**config.mk**
```make
export PLATFORM = sky130hd
export DESIGN_NAME = mem_access_ctrl
export DESIGN_NICKNAME = d
export VERILOG_FILES = /design/src/rtl/mem_access_ctrl.sv
export SDC_FILE = /design/constraint.sdc
export NUM_CORES = 1
export LEC_CHECK = 0
export ABC_AREA = 1
export ABC_CLOCK_PERIOD_IN_PS = 6100
export BUFFER_PORTS_ARGS = -buffer_cell sky130_fd_sc_hd__buf_2
export CAP_MARGIN = 25
export CORE_UTILIZATION = 49
export DETAILED_ROUTE_END_ITERATION = 8
export HOLD_SLACK_MARGIN = 0.12
export PLACE_DENSITY = 0.85
export SYNTH_ARGS = -nofsm -noshare
export SYNTH_HDL_FRONTEND = slang
export SYNTH_SLANG_ARGS = --single-unit
export TNS_END_PERCENT = 30
```
**constraint.sdc**
```tcl
create_clock -name clk_i -period 6.1 [get_ports clk_i]
set_clock_uncertainty 0.1 [all_clocks]
set_input_delay 1.22 -clock clk_i [delete_from_list [all_inputs] [get_ports clk_i]]
set_output_delay 1.22 -clock clk_i [all_outputs]
set_load 0.02 [all_outputs]
```
**src/rtl/mem_access_ctrl.sv**
```systemverilog
// MEM-stage data-memory access controller: runs loads/stores over a req/ack handshake and freezes the pipeline until done.
// Optional ack timeout with sticky error flag is built when MEM_ACC_TIMEOUT_EN is defined.
module mem_access_ctrl #(
    parameter int unsigned TIMEOUT = 255
) (
    input  logic        clk_i,
    input  logic        rst_i,
    input  logic        MemRead_i,
    input  logic        MemWrite_i,
    input  logic [31:0] addr_i,
    input  logic [31:0] wdata_i,
    output logic        mem_req_o,
    output logic        mem_we_o,
    output logic [31:0] mem_addr_o,
    output logic [31:0] mem_wdata_o,
    input  logic        mem_ack_i,
    input  logic [31:0] mem_rdata_i,
    output logic [31:0] ReadData_o,
    output logic        stall_o,
    output logic        err_o
);

    typedef enum logic [1:0] {
        IDLE,
        BUSY,
        DONE
    } state_e;

    state_e      state_q, state_d;
    logic        req_q, req_d;
    logic        we_q, we_d;
    logic [31:0] addr_q, addr_d;
    logic [31:0] wdata_q, wdata_d;
    logic [31:0] rdata_q, rdata_d;
    logic        acc;

    assign acc = MemRead_i | MemWrite_i;

`ifdef MEM_ACC_TIMEOUT_EN
    logic [15:0] cnt_q, cnt_d;
    logic        err_q, err_d;
    logic        expire;

    // Expiry fires in the BUSY cycle whose increment would bring the counter to TIMEOUT.
    assign expire = (({1'b0, cnt_q} + 17'd1) == 17'(TIMEOUT));

    always_ff @(posedge clk_i or posedge rst_i) begin
        if (rst_i) begin
            cnt_q <= 16'd0;
            err_q <= 1'b0;
        end else begin
            cnt_q <= cnt_d;
            err_q <= err_d;
        end
    end

    assign err_o = err_q;
`else
    logic [31:0] timeout_unused;

    assign timeout_unused = TIMEOUT;
    assign err_o          = 1'b0;
`endif

    always_ff @(posedge clk_i or posedge rst_i) begin
        if (rst_i) begin
            state_q <= IDLE;
            req_q   <= 1'b0;
            we_q    <= 1'b0;
            addr_q  <= 32'h0;
            wdata_q <= 32'h0;
            rdata_q <= 32'h0;
        end else begin
            state_q <= state_d;
            req_q   <= req_d;
            we_q    <= we_d;
            addr_q  <= addr_d;
            wdata_q <= wdata_d;
            rdata_q <= rdata_d;
        end
    end

    always_comb begin
        state_d = state_q;
        req_d   = req_q;
        we_d    = we_q;
        addr_d  = addr_q;
        wdata_d = wdata_q;
        rdata_d = rdata_q;
        stall_o = 1'b0;
`ifdef MEM_ACC_TIMEOUT_EN
        cnt_d   = cnt_q;
        err_d   = err_q;
`endif
        case (state_q)
            IDLE: begin
                if (acc) begin
                    stall_o = 1'b1;
                    addr_d  = addr_i;
                    wdata_d = wdata_i;
                    we_d    = MemWrite_i;
                    req_d   = 1'b1;
                    state_d = BUSY;
`ifdef MEM_ACC_TIMEOUT_EN
                    cnt_d   = 16'd0;
`endif
                end
            end
            BUSY: begin
                stall_o = 1'b1;
                if (mem_ack_i) begin
                    req_d   = 1'b0;
                    state_d = DONE;
                    if (!we_q) begin
                        rdata_d = mem_rdata_i;
                    end
`ifdef MEM_ACC_TIMEOUT_EN
                end else if (expire) begin
                    req_d   = 1'b0;
                    err_d   = 1'b1;
                    state_d = DONE;
                    if (!we_q) begin
                        rdata_d = 32'h0;
                    end
                end else begin
                    cnt_d = cnt_q + 16'd1;
`endif
                end
            end
            // Inputs still show the finished instruction here, so never start a new access.
            DONE: begin
                state_d = IDLE;
            end
            default: begin
                state_d = IDLE;
            end
        endcase
    end

    assign mem_req_o   = req_q;
    assign mem_we_o    = we_q;
    assign mem_addr_o  = addr_q;
    assign mem_wdata_o = wdata_q;
    assign ReadData_o  = rdata_q;

endmodule

```
==> out/qor.log, run 1 <==
qor: global_routing.grt_first_pass_wirelength 15300 um
qor: placement.dp_hpwl 6760 um
qor: placement.place.port_buffers 199
qor: pwr.ir_drop 0.337 mV
qor: clock_tree.clockRootBuffer sky130_fd_sc_hd__clkbuf_8
qor: global_routing.track_usage 0.230
qor: die.initial_core_util 0.512
qor: logic_synthesis.ys_seq_area_frac 0.623
qor: layout.layout-drive-gt1-share 0.357
qor: timing.setup_viol 0
qor: timing.relSlewSlack 0.329
qor: global_routing.antenna_found_initial 0
qor: setup_path.timing.setup.critical_path_class in2out
qor: timing.setup_total_negative_slack 0 ns
qor: global_routing.largest_net_degree_at_the_start_of_global_routing 69
qor: logic_synthesis.number_of_flip_flops_and_latches_in_the_synthesized_netlist 100
qor: pwr.power-per-cell-area 566 mW/mm2
qor: timing.slew_violations 0
qor: die.die_y 92.6 um
qor: flow_run.drv.max_cap_violation_count 0
qor: die.coreArea 0.00785 mm2
qor: clock_tree.cts.path.max_buffers 2
qor: layout.layout_commonest_cell sky130_fd_sc_hd__nand2_1
qor: setup_path.reg2reg_setup_slack 3.68 ns
qor: layout.postLayoutCellArea 0.00517 mm2
qor: drt.wire_length_reported_by_the_detailed_router 9620 um
qor: clock_tree.clk_pin_slew_worst_paths 0.10 ns
qor: timing.timing.fmax 246 MHz
qor: logic_synthesis.synthesis.instances 442
qor: logic_synthesis.synth_cell_types 13
qor: drt.detail_route.drc_violations 0
qor: die.placement_rows 32
qor: setup_path.worst-endpoint-required 4.78 ns
qor: drt.avgViaCountPerCell 4.89
qor: logic_synthesis.syn-cell-area 0.00402 mm2
qor: setup_path.timing.rr.end ReadData_o[29]$_DFFE_PP0P_
qor: drt.total_via_count_in_the_routed_design 3584
qor: setup_path.timing.critical_path.slowest_cell_delay 0.52 ns
qor: clock_tree.clk-insertion-delay-late 0.35 ns
qor: timing.grt_setup_unrepaired no
qor: worst_hold_path.min_path_type reg2reg
qor: setup_path.crit-reg2reg-launch state_q[1]$_DFFE_PP0P_
qor: drt.ant_nets 0
qor: clock_tree.clock_sink_count 100
qor: setup_path.critical_path_arrival 2.75 ns
qor: drt.detail_route.iter0.violations 126
qor: pwr.power.net_switching 1330 uW
qor: clock_tree.cts_tree yes
qor: clock_tree.postCtsHoldBufs 0
qor: pwr.combinationalPowerShare 0.467
qor: setup_path.worstPathCellList buf_2 > inv_1 > nand2_2 > buf_4 > nand2_2 > buf_4 > o21ai_0 > buf_2
qor: run_status.status finished, final reports clean
qor: setup_path.standard_cell_with_the_maximum_stage_delay_on_the_critical_path sky130_fd_sc_hd__buf_4
qor: drt.wl_per_cell 13.1 um
qor: placement.routabilityCongestion 0.748
qor: worst_hold_path.worstHoldStart mem_wdata_o[4]$_DFFE_PP0P_
qor: clock_tree.htree_levels 3
qor: setup_path.r2r.worst_path.cells 4
qor: worst_hold_path.hold_end mem_wdata_o[4]$_DFFE_PP0P_
qor: pwr.internal-power 1600 uW
qor: timing.fin_crit_sh 0.667
qor: layout.layout_common_cells sky130_fd_sc_hd__nand2_1, sky130_fd_sc_hd__buf_2, sky130_fd_sc_hd__dfrtp_1
qor: die.die-area 0.00857 mm2
qor: pwr.power_frac_seq 0.393
qor: pwr.power_switching_share 0.454
qor: timing.hold_viol 0
qor: setup_path.endpoint_kind primary output
qor: logic_synthesis.synthesis.nets 543
qor: pwr.clock_power_share 0.140
qor: clock_tree.cts_inserted_buffers 9
qor: setup_path.critical_path.startpoint_type input port
qor: layout.nNetsFinal 727
qor: logic_synthesis.postSynthAreaPerCell 9.09 um2
qor: die.dieWidth 92.6 um
qor: setup_path.cp_max_fo 68
qor: clock_tree.post_cts_resized 0
qor: layout.area_delta_synth_final 28.7%
qor: drt.drt-pass1-iter-count 4
qor: global_routing.first_global_vias 3283
qor: clock_tree.number_of_post_cts_setup_repair_buffers 0
qor: logic_synthesis.synth-warning-count 0
qor: worst_hold_path.whs_path_depth 2
qor: timing.period_minus_slack 4.07 ns
qor: placement.placedInstanceArea 0.00498 mm2
qor: timing.worst_pin_slew 1.00 ns
qor: pwr.total_leakage_power 0.00307 uW
qor: die.design.portCount 201
qor: global_routing.globalRoute.totalOverflow 0
==> cell usage after synthesis <==
cell,instances,share of area
sky130_fd_sc_hd__nand2_1,201,0.19
sky130_fd_sc_hd__dfrtp_1,100,0.62
sky130_fd_sc_hd__nand3_1,97,0.12
sky130_fd_sc_hd__buf_2,21,0.026
sky130_fd_sc_hd__buf_6,8,0.022
sky130_fd_sc_hd__inv_1,6,0.0056
sky130_fd_sc_hd__buf_4,2,0.0037
sky130_fd_sc_hd__nor2_2,2,0.0031
sky130_fd_sc_hd__conb_1,1,0.00093
sky130_fd_sc_hd__inv_2,1,0.00093
sky130_fd_sc_hd__nand2_2,1,0.0016
sky130_fd_sc_hd__nor2_4,1,0.0028
sky130_fd_sc_hd__o21ai_0,1,0.0012
==> power groups by stage <==
stage	clock network, uW	registers [uW]	logic [uW]
floorplan	0	1530	580
global placement	0	1150	1350
detailed placement	0	1150	1390
CTS	419	1150	1390
global route	447	1190	1500
finish	410	1150	1370
==> worst max path at each step <==
stage	endpoint	cells after the start	slack (ns)	start
2_1_floorplan	ReadData_o[0]$_DFFE_PP0P_	1	2.16	rst_i
5_1_grt	stall_o	8	1.85	MemRead_i
6_report	stall_o	8	2.03	MemWrite_i
4_1_cts	stall_o	8	2.00	MemWrite_i
3_5_place_dp	stall_o	8	1.99	MemWrite_i
3_3_place_gp	stall_o	8	2.02	MemWrite_i
==> cell type report <==
type                    instances  area, um2
fillers                       666       2680
clock buffers                  11        141
well taps                     102        128
diodes                          1       2.50
multi-input cells             304       1290
inverters                       7       28.8
clock inverters                 4       50.0
repair buffers                204       1030
flip-flops and latches        100       2500
==> registers in the layout (all words and copies together) (netlist names) <==
name	cells
ReadData_o	32
mem_addr_o	32
mem_req_o	1
mem_wdata_o	32
mem_we_o	1
state_q	2
==> cell families (layout without fill, tap and decap cells) <==
| kind of cell | after synthesis | in the layout | synth area share |
|---|---|---|---|
| simple gates | 302 | 302 | 0.316 |
| flops | 100 | 100 | 0.623 |
| buf+inv | 38 | 226 | 0.0589 |
| other cells | 1 | 2 | 0.000933 |
| compound gates | 1 | 1 | 0.00124 |
==> worst max-delay path, delay by kind of cell <==
kind,cells,cell delay (ns)
AOI/OAI and AO/OA,1,0.17
buffers and inverters,5,1.20
and+or+nand+nor,2,0.15
==> routing by layer <==
metal	track usage	up-vias	wire length, um
met5	0	-	0
met4	0.0742	0	124
met3	0.0534	11	805
met2	0.386	159	4600
met1	0.295	1654	4090
li1	-	1760	-
==> stage by stage <==
stage	power, uW	setup slack (ns)	std cells	hold slack, ns	util
CTS	2950	2.00	732	0.376	0.659
floorplan	2110	2.16	442	0.447	-
global route	3140	1.85	732	0.393	0.659
global placement	2500	2.02	717	0.349	0.634
detailed placement	2540	1.99	717	0.353	0.634
finish	2930	2.03	733	0.373	0.659
Note: power is estimated with default switching activity, not from simulation.
==> inputs of run 2 (changes only) <==
==> config.mk (replaced) <==
export PLATFORM = sky130hd
export DESIGN_NAME = mem_access_ctrl
export DESIGN_NICKNAME = d
export VERILOG_FILES = /design/src/rtl/mem_access_ctrl.sv
export SDC_FILE = /design/constraint.sdc
export NUM_CORES = 1
export LEC_CHECK = 0
export ABC_AREA = 0
export ABC_CLOCK_PERIOD_IN_PS = 3900
export BUFFER_PORTS_ARGS = -buffer_cell sky130_fd_sc_hd__buf_2
export CAP_MARGIN = 25
export CORE_UTILIZATION = 45
export DETAILED_ROUTE_END_ITERATION = 8
export HOLD_SLACK_MARGIN = 0.12
export PLACE_DENSITY = 0.79
export SYNTH_ARGS = -nofsm -noshare
export SYNTH_HDL_FRONTEND = slang
export SYNTH_SLANG_ARGS = --single-unit
export TNS_END_PERCENT = 30
==> constraint.sdc (replaced) <==
create_clock -name clk_i -period 3.9 [get_ports clk_i]
set_clock_uncertainty 0.1 [all_clocks]
set_input_delay 0.78 -clock clk_i [delete_from_list [all_inputs] [get_ports clk_i]]
set_output_delay 0.78 -clock clk_i [all_outputs]
set_load 0.02 [all_outputs]
==> run 2 against run 1 <==
Net effect:
- highest routed layer unchanged
- clock power rose by 66%
- sequential power rose by 57%
- hold slack improved by 0.034 ns
- global-route usage decreased by 5.1 points
- routed wire length down 16%
- area after synthesis down 2.1%
- total power grew 56%
- critical path type is now in2reg
- final cell count down 27%
- synthesized cell count is 50% lower
- critical endpoint is now ReadData_o[26]$_DFFE_PP0P_
==> out/qor.log, run 2 <==
qor: clock_tree.clk-insertion-delay-late 0.34 ns [about the same]
qor: global_routing.antenna_found_initial 0 [unchanged]
qor: drt.detail_route.drc_violations 0 [unchanged]
qor: run_status.status finished, final reports clean
qor: logic_synthesis.synthesis.nets 323 [-41%]
qor: logic_synthesis.syn-cell-area 0.00394 mm2 [-2.1%]
qor: die.die-area 0.00912 mm2 [+6.5%]
qor: timing.setup_total_negative_slack 0 ns [unchanged]
qor: die.coreArea 0.00834 mm2 [+6.3%]
qor: logic_synthesis.post-synth-top-count-cell sky130_fd_sc_hd__dfrtp_1
qor: layout.post-route-util 0.620 [-0.0396]
qor: drt.wire_length_reported_by_the_detailed_router 8100 um [-16%]
qor: setup_path.timing.rr.end ReadData_o[26]$_DFFE_PP0P_
qor: logic_synthesis.cell_accounting_for_the_most_synthesized_area sky130_fd_sc_hd__dfrtp_1
qor: timing.period_minus_slack 2.23 ns
qor: layout.layout_common_cells sky130_fd_sc_hd__buf_2, sky130_fd_sc_hd__dfrtp_1, sky130_fd_sc_hd__mux2_2
qor: global_routing.global_route.usage.met2 0.307 [-0.0787]
qor: timing.timing.fmax 448 MHz
qor: clock_tree.htree_levels 3 [unchanged]
qor: setup_path.crit-reg2reg-launch state_q[1]$_DFFE_PP0P_
qor: setup_path.critical_path.n_buffers_inverters 2 [-3]
qor: timing.relSlewSlack 0.621 [+0.291]
qor: drt.ant_nets 0 [unchanged]
qor: logic_synthesis.synthesis.instances 222 [-50%]
qor: timing.setup_viol 0 [unchanged]
qor: placement.placedInstanceArea 0.00496 mm2 [-0.35%]
qor: die.die_y 95.5 um [+3.2%]
qor: drt.avgViaCountPerCell 4.78 [-2.3%]
qor: logic_synthesis.number_of_flip_flops_and_latches_in_the_synthesized_netlist 100 [unchanged]
qor: setup_path.cp-endpoint ReadData_o[26]$_DFFE_PP0P_
qor: logic_synthesis.ys_top_cells_by_count sky130_fd_sc_hd__dfrtp_1, sky130_fd_sc_hd__mux2_2, sky130_fd_sc_hd__mux2_4
qor: setup_path.critical_path.startpoint_type input port
qor: flow_run.drv.max_cap_violation_count 0 [unchanged]
qor: setup_path.worstPathCellList buf_2 > and3b_1 > nor2b_4 > buf_4 > mux2_2
qor: timing.worst_pin_slew 0.568 ns [-0.436 ns]
qor: setup_path.critPathLaunch mem_ack_i
qor: clock_tree.clockRootBuffer sky130_fd_sc_hd__clkbuf_8
qor: setup_path.reg2reg_setup_slack 1.71 ns [-1.97 ns]
qor: placement.dp_hpwl 5960 um [-12%]
qor: global_routing.track_usage 0.179 [-0.0512]
qor: setup_path.standard_cell_with_the_maximum_stage_delay_on_the_critical_path sky130_fd_sc_hd__nor2b_4
qor: pwr.total_leakage_power 0.00259 uW [-16%]
qor: global_routing.grt_max_usage_layer met2
qor: setup_path.endpoint_kind flip-flop
qor: die.dieWidth 95.5 um [+3.2%]
qor: global_routing.grt_first_pass_wirelength 12300 um [-20%]
qor: drt.total_via_count_in_the_routed_design 2552 [-29%]
qor: logic_synthesis.synth_edf_count 0 [unchanged]
qor: worst_hold_path.min_path_type reg2reg
qor: setup_path.timing.setup.critical_path_class in2reg
qor: drt.detail_route.iter0.violations 25 [-80%]
qor: global_routing.globalRoute.totalOverflow 0 [unchanged]
qor: die.placement_rows 33 [+3.1%]
qor: logic_synthesis.synth_ff_type sky130_fd_sc_hd__dfrtp_1
qor: setup_path.r2r.worst_path.cells 4 [unchanged]
qor: layout.layout-drive-gt1-share 0.739 [+0.382]
qor: logic_synthesis.postSynthAreaPerCell 17.7 um2 [+95%]
qor: setup_path.timing.critical_path.slowest_cell_delay 0.51 ns [about the same]
qor: logic_synthesis.synth-warning-count 0 [unchanged]
qor: clock_tree.post_cts_resized 0 [unchanged]
qor: setup_path.worst-endpoint-required 4.04 ns [-0.74 ns]
qor: timing.hold-worst-slack 0.407 ns [+0.0338 ns]
qor: layout.nNetsFinal 525 [-28%]
qor: die.design.portCount 201 [unchanged]
qor: timing.grt_setup_unrepaired no
qor: layout.area_delta_synth_final 31.3%
qor: logic_synthesis.top_post_synthesis_cells_by_area sky130_fd_sc_hd__dfrtp_1, sky130_fd_sc_hd__mux2_2, sky130_fd_sc_hd__mux2_4
qor: global_routing.global_route.usage.met1 0.204 [-0.0913]
qor: global_routing.largest_net_degree_at_the_start_of_global_routing 101 [+46%]
qor: clock_tree.number_of_post_cts_setup_repair_buffers 0 [unchanged]
qor: worst_hold_path.whs_path_depth 1 [-1]
qor: placement.place.port_buffers 199 [unchanged]
qor: placement.routabilityCongestion 0.707 [-5.4%]
qor: timing.hold_viol 0 [unchanged]
qor: logic_synthesis.synth_cell_types 20 [+7]
qor: clock_tree.clock_sink_count 100 [unchanged]
qor: layout.fillCellCount 658 [-1.2%]
qor: timing.slew_violations 0 [unchanged]
qor: pwr.p_total 4570 uW [+56%]
qor: logic_synthesis.yosysTopAreaCellShare 0.636 [+0.0131]
qor: pwr.power-per-cell-area 884 mW/mm2 [+56%]
qor: layout.layout_commonest_cell sky130_fd_sc_hd__buf_2
qor: die.initial_core_util 0.472 [-0.0402]
qor: logic_synthesis.ys_seq_area_frac 0.636 [+0.0131]
qor: drt.drt-pass1-iter-count 4 [unchanged]
qor: drt.wl_per_cell 15.2 um [+16%]
qor: timing.fin_crit_sh 0.573
qor: layout.diodes 0 [-1]
qor: setup_path.critical_path_arrival 2.37 ns [-0.38 ns]
qor: global_routing.grtUsageMet3 0.0718 [+0.0184]
qor: clock_tree.clk_pin_slew_worst_paths 0.09 ns [about the same]
qor: setup_path.cpLargestDelayFamily simple AND/OR/NAND/NOR gates
qor: clock_tree.postCtsHoldBufs 0 [unchanged]
qor: global_routing.first_global_vias 2666 [-19%]
qor: clock_tree.cts_tree yes
qor: setup_path.cp_max_fo 18 [-74%]
qor: clock_tree.cts_inserted_buffers 9 [unchanged]
qor: layout.postLayoutCellArea 0.00517 mm2 [about the same]
qor: clock_tree.cts.path.max_buffers 2 [unchanged]
qor: setup_path.cp.depth 5 [-3]
qor: pwr.ir_drop 0.397 mV [+18%]
qor: logic_synthesis.synth-async-reset-ratio 1.00 [unchanged]
==> run 2: cell types whose count changed in the layout (fill, tap and decap cells not counted), moves of 4 or more <==
cell,before,now
sky130_fd_sc_hd__inv_1,5,0
sky130_fd_sc_hd__inv_6,0,4
sky130_fd_sc_hd__mux2_2,0,66
sky130_fd_sc_hd__mux2_4,0,30
sky130_fd_sc_hd__nand2_1,200,1
sky130_fd_sc_hd__nand3_1,97,0
==> run 2: how the worst min path moves through the flow <==
stage	to	from
after floorplan	state_q[0]$_DFFE_PP0P_	state_q[1]$_DFFE_PP0P_
after global placement	mem_wdata_o[29]$_DFFE_PP0P_	mem_wdata_o[29]$_DFFE_PP0P_
after CTS	mem_addr_o[14]$_DFFE_PP0P_	mem_addr_o[14]$_DFFE_PP0P_
after global routing	mem_addr_o[28]$_DFFE_PP0P_	mem_addr_o[28]$_DFFE_PP0P_
final	mem_addr_o[14]$_DFFE_PP0P_	mem_addr_o[14]$_DFFE_PP0P_
after detailed placement	mem_wdata_o[24]$_DFFE_PP0P_	mem_wdata_o[24]$_DFFE_PP0P_
==> run 2: power breakdown <==
group | internal [uW] | leakage, uW | switching [uW] | total, uW
Clock | 324 | 0.000105 | 354 | 679
Combinational | 943 | 0.00131 | 1130 | 2080
Sequential | 1550 | 0.00117 | 265 | 1810
Total | 2810 | 0.00259 | 1750 | 4570
==> run 2: per-layer routing <==
layer  up-vias  share of wire
met5         -              0
met2       120           0.50
met3         6          0.092
li1       1181              -
met1      1245           0.40
met4         0          0.011
==> run 2: layout make-up <==
type                            count  area [um2]  area share
Sequential cell                   100        2500       0.484
Multi-Input combinational cell    109        1280       0.248
Timing Repair Buffer              203        1040       0.201
Clock buffer                       11         141      0.0274
Tap cell                          105         131      0.0254
Clock inverter                      5        65.1      0.0126
Inverter                            1        6.26     0.00121
==> run 2: kinds of logic (layout without fill, tap and decap cells) <==
| group | after synthesis | in the layout | share of synthesized area |
|---|---|---|---|
| flip-flops | 100 | 100 | 0.636 |
| multiplexers | 96 | 96 | 0.303 |
| buffers and inverters | 13 | 220 | 0.0385 |
| AND/OR/NAND/NOR | 8 | 8 | 0.0130 |
| AO/OA/AOI/OAI | 4 | 4 | 0.00827 |
| other | 1 | 1 | 0.000953 |
==> run 2: through the flow <==
| stage | setup WS, ns | std cells |
|---|---|---|
| 2_1_floorplan | 0.401 | 222 |
| 3_3_place_gp | 1.34 | 518 |
| 3_5_place_dp | 1.30 | 518 |
| 4_1_cts | 1.67 | 534 |
| 5_1_grt | 1.60 | 534 |
| 6_report | 1.67 | 534 |
